===== src/rtl/icu_tag_seq.sv =====
`default_nettype none
// ============================================================================
// Module   : icu_tag_seq
// Purpose  : I-cache tag array sequencer: fetch lookup, miss line-fill request
//            and full invalidate sweep on flush (and on reset when
//            ICU_TAG_SWEEP_ON_RESET_EN is defined).
// Revision : 1.0 - initial release
// ============================================================================
module icu_tag_seq #(
    parameter int TAG_W = 18,
    parameter int IDX_W = 10
) (
    input  logic             clk,
    input  logic             reset_l,
    input  logic             fetch_req,
    input  logic [TAG_W-1:0] fetch_tag,
    input  logic [IDX_W-1:0] fetch_idx,
    output logic             fetch_rdy,
    output logic             lkup_done,
    output logic             lkup_hit,
    output logic             fill_req,
    output logic [TAG_W-1:0] fill_tag,
    output logic [IDX_W-1:0] fill_idx,
    input  logic             fill_ack,
    input  logic             fill_done,
    input  logic             fill_err,
    input  logic             flush_req,
    output logic             flush_busy,
    output logic [TAG_W-1:0] icu_tag_in,
    output logic             icu_tag_vld,
    output logic             icu_tag_we,
    output logic [IDX_W-1:0] icu_tag_addr,
    output logic             icu_tag_enable,
    input  logic             itag_hit
);

    typedef enum logic [2:0] {
        SWEEP = 3'd0,
        IDLE  = 3'd1,
        CMP   = 3'd2,
        FREQ  = 3'd3,
        FWAIT = 3'd4,
        WRITE = 3'd5
    } state_t;

`ifdef ICU_TAG_SWEEP_ON_RESET_EN
    localparam state_t c_rst_state = SWEEP;
    localparam logic   c_rst_busy  = 1'b1;
`else
    localparam state_t c_rst_state = IDLE;
    localparam logic   c_rst_busy  = 1'b0;
`endif
    localparam logic [IDX_W-1:0] c_idx_last = '1;

    state_t           r_state;
    state_t           w_next;
    logic [IDX_W-1:0] r_cnt;
    logic [IDX_W-1:0] r_idx;
    logic [TAG_W-1:0] r_tag;
    logic             r_pend;
    logic             w_fetch_acc;
    logic             w_flush_any;
    logic             w_fill_end;

    // A flush in IDLE always beats a simultaneous fetch.
    assign w_fetch_acc = (r_state == IDLE) && fetch_req && !flush_req;
    assign w_flush_any = r_pend || flush_req;
    assign w_fill_end  = fill_done && ((r_state == FWAIT) || ((r_state == FREQ) && fill_ack));

    always_comb begin
        w_next = r_state;
        case (r_state)
            SWEEP: if ((r_cnt == c_idx_last) && !flush_req) w_next = IDLE;
            IDLE:  if (flush_req) w_next = SWEEP;
                   else if (fetch_req) w_next = CMP;
            CMP:   if (!itag_hit) w_next = FREQ;
                   else w_next = w_flush_any ? SWEEP : IDLE;
            FREQ:  if (fill_ack) w_next = FWAIT;
            FWAIT: w_next = FWAIT;
            WRITE: w_next = w_flush_any ? SWEEP : IDLE;
            default: w_next = c_rst_state;
        endcase
        // Covers both FWAIT and an ack+done collapsed into one FREQ cycle.
        if (w_fill_end) w_next = fill_err ? (w_flush_any ? SWEEP : IDLE) : WRITE;
    end

    always_ff @(posedge clk or negedge reset_l) begin
        if (!reset_l) begin
            r_state    <= c_rst_state;
            r_cnt      <= '0;
            r_tag      <= '0;
            r_idx      <= '0;
            r_pend     <= 1'b0;
            fetch_rdy  <= (c_rst_state == IDLE);
            lkup_done  <= 1'b0;
            lkup_hit   <= 1'b0;
            fill_req   <= 1'b0;
            flush_busy <= c_rst_busy;
        end else begin
            r_state    <= w_next;
            fetch_rdy  <= (w_next == IDLE);
            fill_req   <= (w_next == FREQ);
            lkup_done  <= (r_state == CMP);
            flush_busy <= (w_next == SWEEP) || w_flush_any;
            if (r_state == CMP) lkup_hit <= itag_hit;
            if (w_fetch_acc) begin
                r_tag <= fetch_tag;
                r_idx <= fetch_idx;
            end
            if (w_next == SWEEP) r_pend <= 1'b0;
            else if (flush_req)  r_pend <= 1'b1;
            // Counter idles at 0 so every sweep starts from the first index.
            if ((r_state != SWEEP) || flush_req || (r_cnt == c_idx_last)) r_cnt <= '0;
            else r_cnt <= r_cnt + 1'b1;
        end
    end

    assign fill_tag = r_tag;
    assign fill_idx = r_idx;

    // Tag array port is forced quiet while reset is asserted.
    always_comb begin
        icu_tag_in     = '0;
        icu_tag_addr   = '0;
        icu_tag_vld    = 1'b0;
        icu_tag_we     = 1'b0;
        icu_tag_enable = 1'b0;
        if (reset_l) begin
            case (r_state)
                IDLE: if (w_fetch_acc) begin
                    icu_tag_in     = fetch_tag;
                    icu_tag_addr   = fetch_idx;
                    icu_tag_vld    = 1'b1;
                    icu_tag_enable = 1'b1;
                end
                WRITE: begin
                    icu_tag_in     = r_tag;
                    icu_tag_addr   = r_idx;
                    icu_tag_vld    = 1'b1;
                    icu_tag_we     = 1'b1;
                    icu_tag_enable = 1'b1;
                end
                SWEEP: begin
                    icu_tag_addr   = r_cnt;
                    icu_tag_we     = 1'b1;
                    icu_tag_enable = 1'b1;
                end
                default: ;
            endcase
        end
    end

endmodule
`default_nettype wire


===== config.mk =====
export PLATFORM = sky130hd
export DESIGN_NAME = icu_tag_seq
export DESIGN_NICKNAME = d
export VERILOG_FILES = /design/src/rtl/icu_tag_seq.sv
export SDC_FILE = /design/constraint.sdc
export NUM_CORES = 1
export LEC_CHECK = 0
export BUFFER_PORTS_ARGS = -buffer_cell sky130_fd_sc_hd__buf_2
export CAP_MARGIN = 30
export CELL_PAD_IN_SITES_DETAIL_PLACEMENT = 2
export CELL_PAD_IN_SITES_GLOBAL_PLACEMENT = 2
export CORE_ASPECT_RATIO = 0.9
export CORE_MARGIN = 4
export CORE_UTILIZATION = 26
export DETAILED_ROUTE_END_ITERATION = 8
export GPL_TIMING_DRIVEN = 0
export PLACE_DENSITY = 0.87
export SKIP_LAST_GASP = 1
export SYNTH_ARGS = -nofsm -noshare
export SYNTH_HDL_FRONTEND = slang
export SYNTH_SLANG_ARGS = --single-unit

===== constraint.sdc =====
create_clock -name clk -period 2.42 [get_ports clk]
set_input_delay 0.484 -clock clk [delete_from_list [all_inputs] [get_ports clk]]
set_output_delay 0.484 -clock clk [all_outputs]
set_load 0.02 [all_outputs]

# == After elaboration in Yosys (flattened, before gate mapping) ==
# Cells that the tools add are included.
# op_classes
bitwise,0
n_shift,0
n_reduce_logical,16
n_eq_ne,8
n_mul,0
muxes,25
div,0
addsub,1
order_cmp,0
# ops
cell,n
$mux 18,2
$pmux 18 s2,1
$mux 10,3
$pmux 10 s3,1
$mux 3,6
$pmux 3 s6,1
$add 10x1->10 const B,1
$eq 10x10->1 const B,1
$eq 3x2->1 const B,3
$mux 1,8
$eq 3x1->1 const B,2
$eq 3x3->1 const B,2
$logic_not 3->1,2
$logic_and 1x1->1,5
$logic_or 1x1->1,5
$pmux 1 s2,2
$reduce_bool 3->1,1
$mux 2,1
$reduce_bool 2->1,1
$reduce_or 2->1,1
$logic_not 1->1,1
# totals
latchBits,0
out_inout_bits,64
inputBits,36
rom_bits,0
word_cells,60
ramBits,0
mem_count,0
reg_bits,47

# == Depth between registers and ports, before layout ==
# depth
word_depth,7
mapped_depth,7
mapped_depth_nobuf,5

# == Worst setup path after synthesis ==
# Ideal clock, no wire load.
# synth_timing
kind,register to output
startpoint,register r_state[0]
endpoint,output icu_tag_enable
path_buffers,2
path_slack_ns,0.190
arrival_ns,1.746
required_time_ns,1.936
path_stages_with_launch,8
path_cell_list,dfstp_2 buf_6 nor2b_2 nor3b_2 buf_4 nor2_1 nor2_1 a21o_1
# synth_via
elab_chain_len,6
word_cells_on_any_way,9
cone_classes,2 x eq/ne; 3 x mux; 4 x reduce/logical
# synth_rtl
element,line_no,rtl
start: declaration,55,state_t r_state;
start signal: assignment,89,r_state <= c_rst_state;
start signal: assignment,100,r_state <= w_next;
$eq 3x1->1,"66, 129",
$logic_and 1x1->1 (2 in a row),66,assign w_fetch_acc = (r_state == IDLE) && fetch_req && !flush_req;
$mux 1,130,IDLE: if (w_fetch_acc) begin
$pmux 1 s2 (*),129,case (r_state)
$mux 1 (*),128,if (reset_l) begin
end: declaration,33,"output logic icu_tag_enable,"
# Every way passes the cells marked *; elsewhere a longest branch is shown, timed or not.

# == Worst setup path in the final report ==
# layout_timing
startpoint,register r_state[0]
endpoint,output icu_tag_in[16]
# layout_via
elab_chain_len,6
word_cells_on_any_way,7
cone_classes,2 x eq/ne; 3 x mux; 2 x reduce/logical
# layout_rtl
element,line_no,rtl
$eq 3x1->1,"66, 129",
$logic_and 1x1->1 (2 in a row),66,
$mux 18,130,
$pmux 18 s2 (*),129,
$mux 18 (*),128,
end: declaration,29,"output logic [TAG_W-1:0] icu_tag_in,"
# Marked as above.

==> impl_metrics.py <==
metrics = {
    "route": {
        "dr.pass1.iters": 4,
        "drc": 0,
        "vias": 2437,
        "vias_per_cell": 4.714,
        "ant_nets": 0,
        "wire_per_inst_um": 17.62,
        "totalWireLength_um": 9110,
        "first_iter_violations": 56,
    },
    "power_and_ir_drop": {
        "power.density_mw_per_mm2": 662.9,
        "ir_drop_v": 0.0002870,
        "total_power_mw": 2.399,
        "p_leak_nw": 1.848,
    },
    "clock_tree": {
        "cts.sinks": 47,
        "clk_pin_slew_worst_paths_ns": 0.09,
        "cts_tree": "done",
        "cts_buffers": 5,
        "cts_root_buf": "clkbuf_8",
        "clkLatencyLatePin_ns": 0.29,
        "ctsHtreeMaxLevel": 2,
        "cts_buffer_depth": 2,
    },
    "floorplanning": {
        "die_w_um": 107.8,
        "initial_utilization": 0.2694,
        "rows": 32,
        "die_y_um": 97.80,
        "io_pins": 100,
        "core_area_mm2": 0.008648,
        "die_area_mm2": 0.01054,
    },
    "global_routing": {
        "grt_first_pass_wirelength_um": 14500,
        "grt_usage": 0.1730,
        "grt_max_degree": 29,
        "antenna_found_initial": 0,
        "gr-total-overflow": 0,
        "first_global_vias": 2774,
    },
    "critical_path": {
        "path_class": "flop to primary output",
        "rrSetupSlack_ns": 0.10,
        "startpoint_type": "flop",
        "crit_path_max_fanout": 5,
        "reg2reg_from": "r_state[0]",
        "worst-r2r-cell-count": 8,
        "endpoint_kind": "primary output",
        "worstPathRequired_ns": 1.94,
        "worstReg2RegEnd": "fill_idx[9]",
        "arrival_ns": 2.01,
    },
    "timing": {
        "fin_crit_ns": 2.493,
        "relSlewSlack": 0.5260,
        "fmax_mhz": 401.1,
        "clock_skew_ns": 0.01078,
        "max_slew.worst_pin.slew_ns": 0.7110,
        "rsz0062_at_grt": "yes",
        "setup_ws_ns": -0.07317,
        "finalSetupViolations": 25,
        "finalMaxSlewViolations": 0,
        "hold_ws_ns": 0.08341,
        "hold_viol": 0,
        "min_period_over_period": 1.030,
    },
    "placement": {
        "gp_congestion": 0.7777,
        "hpwl_um": 6570,
        "port_buffers": 99,
        "post_dp_cell_area_mm2": 0.002994,
        "placed_cells": 495,
    },
    "worst_hold_path": {
        "hp-class": "primary input to async pin",
    },
    "synthesis": {
        "netlist_area_mm2": 0.002330,
        "avgSynthCellArea_um2": 8.441,
        "ys_seq_area_frac": 0.5059,
        "synth_cell_types": 38,
        "yosys_warnings": 0,
        "synth_nets": 313,
        "syn_inst": 276,
        "synth-seq-cells": 47,
    },
    "cells_and_area": {
        "layout-drive-gt1-share": 0.4598,
        "instances_no_fill": 517,
        "final_cell_mix": "nand2_1 (92), buf_2 (71), dfrtp_1 (45), buf_4 (32), a21oi_2 (21)",
        "layout-area-overhead-vs-synth_pct": 55.37,
        "final_util": 0.4185,
        "stdcell_area_mm2": 0.003620,
        "layout_commonest_cell": "nand2_1",
        "antenna_cells": 0,
        "nets": 435,
        "n_fill_cell": 996,
    },
    "outcome": {
        "violations": "setup timing",
        "status": "complete, but fails checks",
    },
    "job": {
        "cap_violations": 0,
    },
}
==> Yosys cell counts (all sizes together) <==
master / n / share of area
nand2: 107 / 0.17
dfrtp: 45 / 0.48
a21oi: 33 / 0.073
nor2: 18 / 0.030
a22oi: 11 / 0.035
buf: 9 / 0.026
xor2: 5 / 0.019
clkbuf: 4 / 0.0064
nand3: 4 / 0.0086
inv: 3 / 0.0048
nand2b: 3 / 0.0081
o21ai: 3 / 0.0064
xnor2: 3 / 0.011
a211oi: 2 / 0.011
a21o: 2 / 0.0064
and4: 2 / 0.0075
dfstp: 2 / 0.023
nor2b: 2 / 0.0064
nor3: 2 / 0.0043
nor3b: 2 / 0.0086
o21a: 2 / 0.0064
or2: 2 / 0.0054
a2111oi: 1 / 0.0064
and2: 1 / 0.0027
and3: 1 / 0.0027
and3b: 1 / 0.0038
ha: 1 / 0.0054
mux2: 1 / 0.0048
nand3b: 1 / 0.0032
nand4: 1 / 0.0027
o31ai: 1 / 0.0032
or3: 1 / 0.0027
==> power breakdown <==
| group | total, mW | internal (mW) | switching, mW |
|---|---|---|---|
| Clock | 0.488 | 0.225 | 0.263 |
| Combinational | 0.758 | 0.254 | 0.504 |
| Sequential | 1.15 | 0.988 | 0.164 |
==> repair_timing <==
action / 4_1_cts / 5_1_grt
resized for setup: 82 / 32
endpoints found under the setup margin: 31 / 31
hold buffers: 0 / 0
setup buffers: 11 / 4
cloned: 1 / 0
pin swaps: 14 / 20
==> state kept, by name, indices dropped and copies added, names as in the netlist <==
name,cells
fetch_rdy,1
fill_idx,10
fill_req,1
fill_tag,18
flush_busy,1
lkup_done,1
lkup_hit,1
r_cnt,10
r_pend,1
r_state,3
==> worst max-delay path, stage by stage (launching register included) <==
cell and delay, ns:
dfstp_2 0.56, nor2b_4 0.19, nor3b_4 0.26, buf_6 0.18
buf_8 0.16, nand2_2 0.07, a21oi_2 0.15, buf_6 0.14
==> per-layer routing <==
layer / part of all wire / up-vias / track usage / routed length [um]
li1: - / 1153 / - / -
met1: 0.43 / 1217 / 0.2164 / 3926
met2: 0.51 / 63 / 0.3117 / 4674
met3: 0.050 / 4 / 0.04032 / 452
met4: 0.0061 / 0 / 0.01942 / 56
met5: 0 / - / 0 / 0
==> cells by family after synthesis <==
family,after synthesis,share of synthesized area
DFF,47,0.5059
AOI/OAI and AO/OA,55,0.1477
muxes,1,0.004833
and+or+nand+nor,148,0.2691
xor gates and xnor gates,8,0.03008
buffers and inverters,16,0.03706
adders and majority gates,1,0.005370
==> stage by stage <==
step,TNS (ns),setup slack (ns)
after floorplan,0,0.1903
after CTS,-1.887,-0.08690
after global routing,-5.534,-0.2070
after detailed placement,-6.363,-0.4377
final,-0.9693,-0.07317
after global placement,-20.56,-0.8703
==> area by class of cell <==
type	instances	area, um2	share of cell area
repair buffers	116	819.5	0.2264
multi-input cells	213	1272	0.3515
clock inverters	1	5.005	0.001383
flip-flops and latches	47	1179	0.3256
clock buffers	6	82.58	0.02281
plain buffers	12	101.3	0.02800
well taps	119	148.9	0.04113
inverters	3	11.26	0.003111
==> worst max path at each step <==
| stage | start | to | slack, ns | cells past startpoint |
|---|---|---|---|---|
| after floorplan | r_state[0] | icu_tag_enable | 0.19 | 7 |
| after global placement | reset_l | icu_tag_in[14] | -0.87 | 5 |
| after detailed placement | reset_l | icu_tag_in[16] | -0.44 | 6 |
| after CTS | r_state[0] | icu_tag_addr[2] | -0.09 | 8 |
| after global routing | r_state[0] | icu_tag_in[4] | -0.21 | 7 |
| final | r_state[0] | icu_tag_in[16] | -0.07 | 7 |
Note: power is estimated with default switching activity, not from simulation.
